**src/rtl/pwm_pkg.sv**
```systemverilog
// Shared types and default widths for the multi-channel PWM block.
//   pwm_mode_t : counter shape (edge-aligned sawtooth or center-aligned triangle)
//   pwm_dir_t  : center-aligned count direction
package pwm_pkg;

    localparam int unsigned N_CH_DEF  = 2;
    localparam int unsigned CNT_W_DEF = 16;
    localparam int unsigned DIV_W_DEF = 8;

    typedef enum logic {
        EDGE   = 1'b0,
        CENTER = 1'b1
    } pwm_mode_t;

    typedef enum logic {
        UP   = 1'b0,
        DOWN = 1'b1
    } pwm_dir_t;

endpackage

```
**src/rtl/pwm_channel.sv**
```systemverilog
// One PWM channel: prescaler, period counter, shadowed duty/top/mode and
// registered output.
//   clock, reset : system clock, async active-high reset
//   duty, top    : high count and counter top (captured at period boundaries)
//   div          : prescale divide, 0 disables the channel (live)
//   center       : 1 = center-aligned, 0 = edge-aligned (captured at boundaries)
//   invert       : output polarity (live)
//   pwm_out      : registered PWM output
//   period_tick  : one-clock pulse after each completed period
module pwm_channel
    import pwm_pkg::*;
#(
    parameter int unsigned CNT_W = CNT_W_DEF,
    parameter int unsigned DIV_W = DIV_W_DEF
) (
    input  logic             clock,
    input  logic             reset,
    input  logic [CNT_W-1:0] duty,
    input  logic [CNT_W-1:0] top,
    input  logic [DIV_W-1:0] div,
    input  logic             center,
    input  logic             invert,
    output logic             pwm_out,
    output logic             period_tick
);

    logic [DIV_W-1:0] pcnt;
    logic [CNT_W-1:0] cnt;
    logic [CNT_W-1:0] duty_s;
    logic [CNT_W-1:0] top_s;
    pwm_mode_t        mode_s;
    pwm_dir_t         dir;

    logic             enabled_c;
    logic             tick_c;
    logic             wrap_c;
    logic             boundary_c;
    logic [CNT_W-1:0] cnt_next_c;
    pwm_dir_t         dir_next_c;

    // Prescaler tick and the counter value that tick would produce.
    always_comb begin
        enabled_c  = (div != '0);
        tick_c     = enabled_c && (pcnt == div - DIV_W'(1));
        // pcnt can sit past a freshly lowered div; wrap it without a tick.
        wrap_c     = (pcnt >= div);
        cnt_next_c = cnt;
        dir_next_c = dir;
        if (mode_s == EDGE) begin
            cnt_next_c = (cnt == top_s) ? '0 : cnt + CNT_W'(1);
        end else if (dir == UP) begin
            if (cnt == top_s) begin
                // top_s == 0 would underflow; hold at 0 so every tick is a boundary.
                cnt_next_c = (top_s == '0) ? '0 : cnt - CNT_W'(1);
                dir_next_c = DOWN;
            end else begin
                cnt_next_c = cnt + CNT_W'(1);
            end
        end else begin
            cnt_next_c = cnt - CNT_W'(1);
        end
        boundary_c = tick_c && (cnt_next_c == '0);
    end

    // Channel state and output register.
    always_ff @(posedge clock or posedge reset) begin
        if (reset) begin
            pcnt        <= '0;
            cnt         <= '0;
            dir         <= UP;
            duty_s      <= '0;
            top_s       <= '0;
            mode_s      <= EDGE;
            pwm_out     <= 1'b0;
            period_tick <= 1'b0;
        end else if (!enabled_c) begin
            // Disabled: park the counters and keep shadows tracking the inputs
            // so the first period after enable is full length.
            pcnt        <= '0;
            cnt         <= '0;
            dir         <= UP;
            duty_s      <= duty;
            top_s       <= top;
            mode_s      <= pwm_mode_t'(center);
            pwm_out     <= invert;
            period_tick <= 1'b0;
        end else begin
            pwm_out     <= (cnt < duty_s) ^ invert;
            period_tick <= boundary_c;
            if (tick_c) begin
                pcnt <= '0;
                cnt  <= cnt_next_c;
                dir  <= dir_next_c;
                if (boundary_c) begin
                    dir    <= UP;
                    duty_s <= duty;
                    top_s  <= top;
                    mode_s <= pwm_mode_t'(center);
                end
            end else if (wrap_c) begin
                pcnt <= '0;
            end else begin
                pcnt <= pcnt + DIV_W'(1);
            end
        end
    end

endmodule

```
**src/rtl/pwm_multi.sv**
```systemverilog
// N-channel PWM generator; each channel is an independent pwm_channel.
//   clock, reset : system clock, async active-high reset
//   duty, top    : per-channel CNT_W fields, channel i at [i*CNT_W +: CNT_W]
//   div          : per-channel DIV_W prescale, 0 disables that channel
//   center       : per-channel center-aligned select
//   invert       : per-channel live output inversion
//   pwm_out      : registered PWM outputs
//   period_tick  : per-channel one-clock period-complete pulses
module pwm_multi
    import pwm_pkg::*;
#(
    parameter int unsigned N_CH  = N_CH_DEF,
    parameter int unsigned CNT_W = CNT_W_DEF,
    parameter int unsigned DIV_W = DIV_W_DEF
) (
    input  logic                  clock,
    input  logic                  reset,
    input  logic [N_CH*CNT_W-1:0] duty,
    input  logic [N_CH*CNT_W-1:0] top,
    input  logic [N_CH*DIV_W-1:0] div,
    input  logic [N_CH-1:0]       center,
    input  logic [N_CH-1:0]       invert,
    output logic [N_CH-1:0]       pwm_out,
    output logic [N_CH-1:0]       period_tick
);

    for (genvar i = 0; i < int'(N_CH); i++) begin : g_ch
        pwm_channel #(
            .CNT_W(CNT_W),
            .DIV_W(DIV_W)
        ) u_ch (
            .clock      (clock),
            .reset      (reset),
            .duty       (duty[i*CNT_W +: CNT_W]),
            .top        (top[i*CNT_W +: CNT_W]),
            .div        (div[i*DIV_W +: DIV_W]),
            .center     (center[i]),
            .invert     (invert[i]),
            .pwm_out    (pwm_out[i]),
            .period_tick(period_tick[i])
        );
    end

endmodule

```
**config.mk**
```make
export PLATFORM = sky130hd
export DESIGN_NAME = pwm_multi
export DESIGN_NICKNAME = d
export VERILOG_FILES = /design/src/rtl/pwm_pkg.sv /design/src/rtl/pwm_channel.sv /design/src/rtl/pwm_multi.sv
export SDC_FILE = /design/constraint.sdc
export NUM_CORES = 1
export LEC_CHECK = 0
export ABC_CLOCK_PERIOD_IN_PS = 8000
export BUFFER_PORTS_ARGS = -buffer_cell sky130_fd_sc_hd__buf_2
export CAP_MARGIN = 25
export CORE_ASPECT_RATIO = 0.7
export CORE_MARGIN = 4
export CORE_UTILIZATION = 35
export DETAILED_ROUTE_END_ITERATION = 16
export SKIP_LAST_GASP = 1
export SYNTH_ARGS = -nofsm -noshare
export SYNTH_HDL_FRONTEND = slang
export SYNTH_SLANG_ARGS = --single-unit
```
**constraint.sdc**
```tcl
create_clock -name clock -period 8 [get_ports clock]
set_clock_uncertainty 0.15 [all_clocks]
set_input_delay 1.6 -clock clock [delete_from_list [all_inputs] [get_ports clock]]
set_output_delay 1.6 -clock clock [all_outputs]
set_load 0.005 [all_outputs]
```
# After elaboration in Yosys (flattened, before gate mapping)
# Index checks and enable logic that the tools add are counted.
# totals
register_bits	120
in_bits	86
word_cells	108
# op_classes
add_sub_neg	8
n_lt_le_gt_ge	4
eq_ne	10
mux	54
bitwise	2
n_reduce_logical	14
# ops
op	n
$mux 16	26
$logic_not 16->1	4
$mux 8	6
$add 16x1->16 const B	2
$eq 16x16->1	2
$lt 16x16->1	2
$sub 16x1->16 const B	2
$mux 1	22
$add 8x1->8 const B	2
$eq 8x8->1	2
$ge 8x8->1	2
$reduce_bool 8->1	2
$sub 8x1->8 const B	2
$ne 2x2->1 const B	4
$reduce_and 2->1	4
$ne 3x2->1 const B	2
$logic_and 1x1->1	4
$xor 1x1->1	2

# Logic depth before layout (Yosys ltp)
# Gate-level depths: netlist of the first run.
# depth
word_depth	10
mapped_depth	13
depth_no_buf	11

# Cells and area by module
# From an unflattened synthesis of the first run, not the netlist that was laid out.
# unflattened
cells_unflattened	926
hier_area_um2	8909.8
# by_module_without_submodules
module	instances	cells_per_inst	area_each_um2	seq_area_each_um2
pwm_channel (g_ch[0].u_ch)	1	477	4593.2	1501.4
pwm_channel (g_ch[1].u_ch)	1	449	4316.6	1501.4

# Worst setup path before layout of the first run
# OpenSTA, ideal clock, no wires.
# synth_timing
kind	input to register
start	in div[9]
end	reg g_ch[1].u_ch.duty_s[10]
setup_ns	0.125
t_arrival_ns	4.113
slack_ns	3.611
cell_stages	12
n_path_buf	1
cell_sequence	inv_1 > ha_1 > nor3b_4 > xnor2_1 > a2111oi_2 > nand4_1 > a211o_1 > a221o_1 > nor4_4 > nor2_4 > buf_6 > mux2_4
# synth_via
elab_chain_len	6
word_cells_on_any_way	9
cone_classes	add/sub (1); eq/ne (3); mux (1); reduce/logical (4)
# synth_lines
item	line_no	text
start, declared	pwm_multi.sv:20	input logic [N_CH*DIV_W-1:0] div,
$sub 8x1->8	pwm_channel.sv:44	tick_c = enabled_c && (pcnt == div - DIV_W'(1));
$eq 8x8->1	pwm_channel.sv:44	
$logic_and 1x1->1	pwm_channel.sv:44	
$logic_and 1x1->1	pwm_channel.sv:62	boundary_c = tick_c && (cnt_next_c == '0);
$ne 2x2->1 (no source line)	--	
$reduce_and 2->1 (no source line)	--	
end signal, assigned	pwm_channel.sv:82	duty_s <= duty;
end signal, assigned	pwm_channel.sv:96	duty_s <= duty;
end, declared	pwm_channel.sv:29	logic [CNT_W-1:0] duty_s;
# Several ways; a longest one is shown, not always the timed one.
# A chain may end at the register's enable or synchronous reset.

# Final worst setup path of the first run
# layout_timing
start	in div[0]
end	reg g_ch[0].u_ch.top_s[15]
# layout_via
elab_chain_len	6
word_cells_on_any_way	9
cone_classes	add/sub (1); eq/ne (3); mux (1); reduce/logical (4)
# layout_lines
item	line_no	text
$sub 8x1->8	pwm_channel.sv:44	
$eq 8x8->1	pwm_channel.sv:44	
$logic_and 1x1->1	pwm_channel.sv:44	
$logic_and 1x1->1	pwm_channel.sv:62	
$ne 2x2->1 (no source line)	--	
$reduce_and 2->1 (no source line)	--	
end signal, assigned	pwm_channel.sv:83	top_s <= top;
end signal, assigned	pwm_channel.sv:97	top_s <= top;
end, declared	pwm_channel.sv:30	logic [CNT_W-1:0] top_s;
# Several ways; a longest one is shown, not always the timed one.

==> run_summary.xml, run 1 <==
<?xml version="1.0" encoding="UTF-8"?>
<metrics>
  <group name="logic_synthesis">
    <metric name="primary_ff_master_synth" unit="">dfrtp_1</metric>
    <metric name="top_post_synthesis_cells_by_area" unit="">dfrtp_1 34%, ha_1 7.6%, mux2_4 4.9%</metric>
    <metric name="synth_most_common_cell" unit="">dfrtp_1</metric>
    <metric name="ys_seq_elements" unit="">120</metric>
    <metric name="syn-cell-area" unit="mm2">0.00891</metric>
    <metric name="syn-instance-count" unit="">947</metric>
    <metric name="postSynth.asyncResetShare" unit="">1.00</metric>
    <metric name="synth.largest_area_cell" unit="">dfrtp_1</metric>
    <metric name="synth_largest_type_area_fraction" unit="">0.337</metric>
    <metric name="synth_nets" unit="">1087</metric>
    <metric name="synth-edff-count" unit="">0</metric>
    <metric name="yosysUniqueCellTypes" unit="">83</metric>
    <metric name="ys.warnings.count" unit="">0</metric>
    <metric name="post_synth_most_frequent_cells" unit="">120 x dfrtp_1, 72 x inv_1, 69 x nor2_1</metric>
    <metric name="yosysSeqAreaShare" unit="">0.337</metric>
    <metric name="postSynthAreaPerCell" unit="um2">9.41</metric>
  </group>
  <group name="timing">
    <metric name="setup_viol" unit="">0</metric>
    <metric name="layout_min_cycle_time" unit="ps">4860</metric>
    <metric name="rsz0062_at_grt" unit="">false</metric>
    <metric name="max_clock_freq" unit="MHz">206</metric>
    <metric name="relative_max_transition_margin" unit="">0.368</metric>
    <metric name="final_hold_viol_count" unit="">0</metric>
    <metric name="layout_worst_path_cycle_share" unit="">0.608</metric>
    <metric name="timing_worst_slew_pin_value" unit="ps">945</metric>
    <metric name="slew_violations" unit="">0</metric>
    <metric name="finalSetupTns" unit="ps">0</metric>
  </group>
  <group name="setup_path">
    <metric name="critPathSlowestCell" unit="">nor4_2</metric>
    <metric name="timing.critical_path.fanout_max" unit="">27</metric>
    <metric name="path_buf_inv" unit="">3</metric>
    <metric name="worstPathArrival" unit="ps">5010</metric>
    <metric name="start_kind" unit="">input pin</metric>
    <metric name="critPathMaxStageDelay" unit="ps">540</metric>
    <metric name="cp_top_family" unit="">simple AND/OR/NAND/NOR gates</metric>
    <metric name="critical_path.cell_chain" unit="">buf_2 -&gt; inv_1 -&gt; ha_1 -&gt; o21ba_1 -&gt; a221oi_1 -&gt; a41oi_1 -&gt; nor4_2 -&gt; nand2_1 -&gt; nand4b_1 -&gt; nor3_2 -&gt; a21oi_4 -&gt; buf_4 -&gt; mux2_1</metric>
    <metric name="timing_worst_setup_path_type" unit="">input pin to flop</metric>
    <metric name="cp-end-kind" unit="">flop</metric>
    <metric name="worst-endpoint-required" unit="ps">8150</metric>
  </group>
  <group name="routing">
    <metric name="drt_pre_antenna_iters" unit="">5</metric>
    <metric name="finalWirelength" unit="um">24400</metric>
    <metric name="vias_per_cell" unit="">5.52</metric>
    <metric name="drt-wirelength-per-cell" unit="um">18.2</metric>
    <metric name="first_iter_violations" unit="">632</metric>
    <metric name="antenna_left" unit="">0</metric>
    <metric name="vias" unit="">7409</metric>
    <metric name="post-route-drc-count" unit="">0</metric>
  </group>
  <group name="global_route">
    <metric name="grt_overflow" unit="">0</metric>
    <metric name="grt_util_all_layers" unit="">0.176</metric>
    <metric name="grt_antenna_before_repair" unit="">0</metric>
    <metric name="grt_max_degree" unit="">71</metric>
    <metric name="grt_pass1_vias" unit="">7095</metric>
    <metric name="grt_pass1_wl" unit="um">39400</metric>
  </group>
  <group name="clocking">
    <metric name="cts_made_buffers" unit="">17</metric>
    <metric name="cts_max_path_buffers" unit="">2</metric>
    <metric name="cts_hold_buf" unit="">0</metric>
    <metric name="ctsRootBufferMaster" unit="">clkbuf_16</metric>
    <metric name="worst_setup_hold_path_clk_slew" unit="ps">60</metric>
    <metric name="ctsResizeCount" unit="">0</metric>
    <metric name="clock_sink_count" unit="">120</metric>
    <metric name="cts_post_setup_buffers_inserted" unit="">0</metric>
    <metric name="htree_num_levels" unit="">4</metric>
    <metric name="insertion_delay" unit="ps">420</metric>
    <metric name="tritoncts" unit="">done</metric>
  </group>
  <group name="die">
    <metric name="placementRows" unit="">48</metric>
    <metric name="die_height" unit="um">142</metric>
    <metric name="design.portCount" unit="">90</metric>
    <metric name="dieArea" unit="mm2">0.0281</metric>
    <metric name="chipWidth" unit="um">199</metric>
    <metric name="initial_core_util" unit="">0.358</metric>
    <metric name="placeableCoreArea" unit="mm2">0.0249</metric>
  </group>
  <group name="finish">
    <metric name="area_growth" unit="%">14.4</metric>
    <metric name="antenna_cells" unit="">0</metric>
    <metric name="post_route_cells_drive_above_1_share" unit="">0.210</metric>
    <metric name="finish.net_count" unit="">1146</metric>
  </group>
  <group name="run_status">
    <metric name="run_status" unit="">finished, final reports clean</metric>
  </group>
  <group name="flow_run">
    <metric name="cap_violations" unit="">0</metric>
  </group>
  <group name="power_and_ir_drop">
    <metric name="worst_ir_drop_vdd" unit="V">0.000182</metric>
    <metric name="power_density" unit="mW/mm2">260</metric>
    <metric name="report.power.total" unit="mW">2.65</metric>
    <metric name="static_leakage" unit="nW">4.75</metric>
  </group>
  <group name="placed_design">
    <metric name="io_buffer_count" unit="">89</metric>
    <metric name="place.detailed.hpwl" unit="um">18200</metric>
    <metric name="globalplace.congestion" unit="">0.910</metric>
  </group>
  <group name="min_path">
    <metric name="hold_class" unit="">flop to flop</metric>
  </group>
</metrics>
==> sequential cells by signal, summed over array words and instances, names as in the netlist <==
register / count
g_ch.u_ch.cnt: 32
g_ch.u_ch.dir: 2
g_ch.u_ch.duty_s: 32
g_ch.u_ch.mode_s: 2
g_ch.u_ch.pcnt: 16
g_ch.u_ch.period_tick: 2
g_ch.u_ch.pwm_out: 2
g_ch.u_ch.top_s: 32
==> logic make-up (layout without fill, tap and decap cells) <==
family | Yosys count | in the layout | share of synthesized area
compound gates | 175 | 175 | 0.145
xor+xnor | 74 | 74 | 0.0727
fa+ha+maj | 54 | 54 | 0.0758
buf+inv | 130 | 201 | 0.0650
flops | 120 | 120 | 0.337
mux | 71 | 71 | 0.103
simple gates | 323 | 323 | 0.201
==> report_power, final <==
| part | internal (mW) | switching (mW) |
|---|---|---|
| Combinational | 0.432 | 0.484 |
| Clock | 0.566 | 0.290 |
| Sequential | 0.702 | 0.180 |
| Total | 1.70 | 0.954 |
==> final cells by class <==
cell class                      count  area, um2
Tap cell                          325        407
Multi-Input combinational cell    697       5340
Clock inverter                     12        199
Inverter                           72        273
Sequential cell                   120       3000
Clock buffer                       19        453
Fill cell                        2493      14700
Timing Repair Buffer               98        526
==> metal layers <==
metal	share of wire	GRT usage	routed length, um	up-vias
li1	-	-	-	3568
met3	0.078	0.0411	1900	19
met4	0.011	0.0403	268	0
met5	0	0	0	-
met1	0.54	0.291	13100	3566
met2	0.37	0.224	9130	256
==> cells in the final DEF, fill, tap and decap left out, drive strengths merged, types with 12 or more instances in the layout <==
cell      n
ha       54
and3     12
buf      98
nand3    24
o21ai    25
mux2     67
a21oi    24
a21o     29
nand2    46
dfrtp   120
xor2     33
inv      72
nor2     71
nor4     33
nand4    22
a211oi   18
clkbuf   19
xnor2    41
nor3     41
nand2b   19
==> stage by stage <==
| stage | std cells | utilization | hold WS (ps) | area, um2 | worst slack, ps |
|---|---|---|---|---|---|
| floorplan | 947 | - | 314 | 8910 | 3060 |
| global placement | 1311 | 0.383 | 327 | 9520 | 2810 |
| detailed placement | 1311 | 0.383 | 331 | 9520 | 2690 |
| CTS | 1342 | 0.409 | 344 | 10200 | 3130 |
| global route | 1343 | 0.410 | 356 | 10200 | 2830 |
| finish | 1343 | 0.410 | 338 | 10200 | 3140 |
==> worst paths after layout <==
| check | startpoint | end | slack (ps) | cells past startpoint |
|---|---|---|---|---|
| max in group asynchronous | reset | g_ch[0].u_ch.top_s[5]$_DFFE_PP0P_ | 5370 | 4 |
| setup reg to reg | g_ch[1].u_ch.cnt[4]$_DFFE_PP0P_ | g_ch[1].u_ch.top_s[13]$_DFFE_PP0P_ | 3280 | 10 |
| min in group asynchronous | reset | g_ch[0].u_ch.top_s[0]$_DFFE_PP0P_ | 1060 | 2 |
| setup / recovery | div[0] | g_ch[0].u_ch.top_s[15]$_DFFE_PP0P_ | 3140 | 13 |
| hold reg to reg | g_ch[0].u_ch.duty_s[3]$_DFFE_PP0P_ | g_ch[0].u_ch.duty_s[3]$_DFFE_PP0P_ | 340 | 1 |
| hold / removal | g_ch[0].u_ch.duty_s[3]$_DFFE_PP0P_ | g_ch[0].u_ch.duty_s[3]$_DFFE_PP0P_ | 340 | 1 |
Note: power is estimated with default switching activity, not from simulation.
==> run 2: changes to the inputs <==
- ABC_CLOCK_PERIOD_IN_PS: 8000 -> 4600
- clock period: 8 -> 4.6 ns (I/O delays scaled with it)
==> run 2 against run 1 <==
Net effect: global-route usage grew 0.86 points; final area rose by 0.48%; largest power group unchanged; routed wire length rose by 3.5%; power up 67%; first-iteration DRC count decreased by 3.6%.
==> run_summary.xml, run 2 (synthesis gave the netlist of run 1 again) <==
<?xml version="1.0" encoding="UTF-8"?>
<metrics>
  <group name="timing">
    <metric name="finalSetupTns" unit="ps">0</metric>
    <metric name="rsz0062_at_grt" unit="">false</metric>
    <metric name="max_clock_freq" unit="MHz">247</metric>
    <metric name="timing_worst_slew_pin_value" unit="ps">958</metric>
    <metric name="layout_worst_path_cycle_share" unit="">0.880</metric>
    <metric name="final_hold_viol_count" unit="">0</metric>
    <metric name="slew_violations" unit="">0</metric>
    <metric name="final_critical_path_setup_slack" unit="ps">551</metric>
    <metric name="finalHoldWorstSlack" unit="ps">335</metric>
    <metric name="relative_max_transition_margin" unit="">0.359</metric>
    <metric name="setup_viol" unit="">0</metric>
    <metric name="layout_min_cycle_time" unit="ps">4050</metric>
  </group>
  <group name="finish">
    <metric name="mostFrequentLayoutCell" unit="">dfrtp_1</metric>
    <metric name="post_layout_nonfiller_instances" unit="">1361</metric>
    <metric name="area_growth" unit="%">14.9</metric>
    <metric name="antenna_cells" unit="">0</metric>
    <metric name="layout.filler_cells" unit="">2488</metric>
    <metric name="finish.net_count" unit="">1163</metric>
    <metric name="layout_top_registers" unit="">g_ch.u_ch.cnt (32), g_ch.u_ch.duty_s (32), g_ch.u_ch.top_s (32)</metric>
    <metric name="layout_common_cells" unit="">120 x dfrtp_1, 89 x buf_2, 71 x inv_1</metric>
    <metric name="design_area" unit="mm2">0.0102</metric>
    <metric name="post_route_cells_drive_above_1_share" unit="">0.222</metric>
  </group>
  <group name="setup_path">
    <metric name="critPathSlowestCell" unit="">dfrtp_1</metric>
    <metric name="worst-endpoint-required" unit="ps">4760</metric>
    <metric name="start_kind" unit="">flop</metric>
    <metric name="worstPathArrival" unit="ps">4200</metric>
    <metric name="critPathLaunch" unit="">g_ch[0].u_ch.cnt[2]$_DFFE_PP0P_</metric>
    <metric name="timing_worst_setup_path_type" unit="">flop to flop</metric>
    <metric name="cp-end-kind" unit="">flop</metric>
    <metric name="critPathMaxStageDelay" unit="ps">610</metric>
    <metric name="critical_path.cell_chain" unit="">xnor2_1 -&gt; nand4_1 -&gt; nor4_2 -&gt; buf_4 -&gt; nor2_1 -&gt; mux4_2 -&gt; a21o_1 -&gt; nor4_4 -&gt; a21oi_4 -&gt; buf_4 -&gt; mux2_1</metric>
    <metric name="crit-reg2reg-launch" unit="">g_ch[0].u_ch.cnt[2]$_DFFE_PP0P_</metric>
    <metric name="most_frequent_cp_cell" unit="">buf_4</metric>
    <metric name="timing.critical_path.fanout_max" unit="">25</metric>
  </group>
  <group name="placed_design">
    <metric name="instance_area_after_placement" unit="mm2">0.00968</metric>
    <metric name="io_buffer_count" unit="">89</metric>
    <metric name="place_worst_setup_slack" unit="ps">508</metric>
    <metric name="post-place-cells" unit="">1329</metric>
    <metric name="place.detailed.hpwl" unit="um">18900</metric>
    <metric name="globalplace.congestion" unit="">0.966</metric>
  </group>
  <group name="routing">
    <metric name="post-route-drc-count" unit="">0</metric>
    <metric name="antenna_left" unit="">0</metric>
    <metric name="first_iter_violations" unit="">609</metric>
    <metric name="drt_pre_antenna_iters" unit="">5</metric>
    <metric name="drt-wirelength-per-cell" unit="um">18.6</metric>
    <metric name="finalWirelength" unit="um">25300</metric>
    <metric name="vias_per_cell" unit="">5.50</metric>
    <metric name="vias" unit="">7486</metric>
  </group>
  <group name="global_route">
    <metric name="grt_pass1_wl" unit="um">41000</metric>
    <metric name="grt_antenna_before_repair" unit="">0</metric>
    <metric name="grt_max_degree" unit="">84</metric>
    <metric name="grt_util_all_layers" unit="">0.185</metric>
    <metric name="grt_pass1_vias" unit="">7182</metric>
    <metric name="grt_overflow" unit="">0</metric>
  </group>
  <group name="flow_run">
    <metric name="cap_violations" unit="">0</metric>
  </group>
  <group name="clocking">
    <metric name="ctsRootBufferMaster" unit="">clkbuf_16</metric>
    <metric name="htree_num_levels" unit="">4</metric>
    <metric name="cts_hold_buf" unit="">0</metric>
    <metric name="clock_sink_count" unit="">120</metric>
    <metric name="ctsResizeCount" unit="">0</metric>
    <metric name="cts_max_path_buffers" unit="">2</metric>
    <metric name="tritoncts" unit="">done</metric>
    <metric name="worst_setup_hold_path_clk_slew" unit="ps">50</metric>
    <metric name="cts_post_setup_buffers_inserted" unit="">0</metric>
    <metric name="insertion_delay" unit="ps">440</metric>
    <metric name="cts_made_buffers" unit="">17</metric>
  </group>
  <group name="power_and_ir_drop">
    <metric name="power_density" unit="mW/mm2">433</metric>
    <metric name="worst_ir_drop_vdd" unit="V">0.000243</metric>
    <metric name="static_leakage" unit="nW">4.79</metric>
  </group>
  <group name="die">
    <metric name="placementRows" unit="">48</metric>
    <metric name="initial_core_util" unit="">0.358</metric>
    <metric name="dieArea" unit="mm2">0.0281</metric>
    <metric name="placeableCoreArea" unit="mm2">0.0249</metric>
    <metric name="design.portCount" unit="">90</metric>
    <metric name="die_height" unit="um">142</metric>
    <metric name="chipWidth" unit="um">199</metric>
  </group>
  <group name="min_path">
    <metric name="hp-start" unit="">g_ch[0].u_ch.duty_s[4]$_DFFE_PP0P_</metric>
    <metric name="hold_class" unit="">flop to flop</metric>
  </group>
  <group name="run_status">
    <metric name="run_status" unit="">finished, final reports clean</metric>
  </group>
</metrics>
==> run 2: changes by cell type in the layout (fill, tap and decap cells not counted), sizes merged <==
| cell | before | now |
|---|---|---|
| buf | 98 | 115 |
| clkinv | 3 | 5 |
| clkinvlp | 4 | 5 |
| clkbuf | 19 | 21 |
| bufinv | 5 | 1 |
==> run 2: critical path: cells and delay by family, from the launching register on <==
kind | cells | cell delay (ps)
buffers and inverters | 2 | 550
flip-flops | 1 | 610
AO/OA/AOI/OAI | 2 | 290
AND/OR/NAND/NOR | 4 | 1220
multiplexers | 2 | 900
XOR/XNOR | 1 | 170
==> run 2: stage by stage <==
| stage | utilization | power, mW |
|---|---|---|
| 3_3_place_gp | 0.389 | 3.11 |
| 4_1_cts | 0.412 | 4.45 |
| 2_1_floorplan | - | 2.69 |
| 5_1_grt | 0.412 | 4.74 |
| 6_report | 0.412 | 4.43 |
| 3_5_place_dp | 0.389 | 3.13 |
==> run 2: power breakdown <==
group,switching (mW),total [mW],internal (mW)
combinational,0.866,1.62,0.758
clock,0.517,1.28,0.768
sequential,0.303,1.52,1.22
total,1.69,4.43,2.75
==> run 2: worst paths after layout <==
check	end	slack [ps]	cells past startpoint
worst max-delay path	g_ch[0].u_ch.duty_s[7]$_DFFE_PP0P_	550	11
worst min-delay path	g_ch[0].u_ch.duty_s[4]$_DFFE_PP0P_	330	1
worst max register to register	g_ch[0].u_ch.duty_s[7]$_DFFE_PP0P_	550	11
worst min register to register	g_ch[0].u_ch.duty_s[4]$_DFFE_PP0P_	330	1
max in group asynchronous	g_ch[1].u_ch.top_s[3]$_DFFE_PP0P_	3070	3
min in group asynchronous	g_ch[1].u_ch.pcnt[3]$_DFF_PP0_	390	2
==> run 2: routing by layer <==
metal  global-route usage  share of wire
met1                0.304           0.53
met2                0.224           0.36
met3               0.0577          0.099
met4               0.0446          0.014
met5                    0              0
==> run 2: cell type report <==
class,count,area [um2],share of cell area
Tap cell,325,407,0.0397
Inverter,72,273,0.0266
Multi-Input combinational cell,697,5340,0.521
Timing Repair Buffer,115,666,0.0650
Clock buffer,21,460,0.0449
Sequential cell,120,3000,0.293
Clock inverter,11,100,0.00977
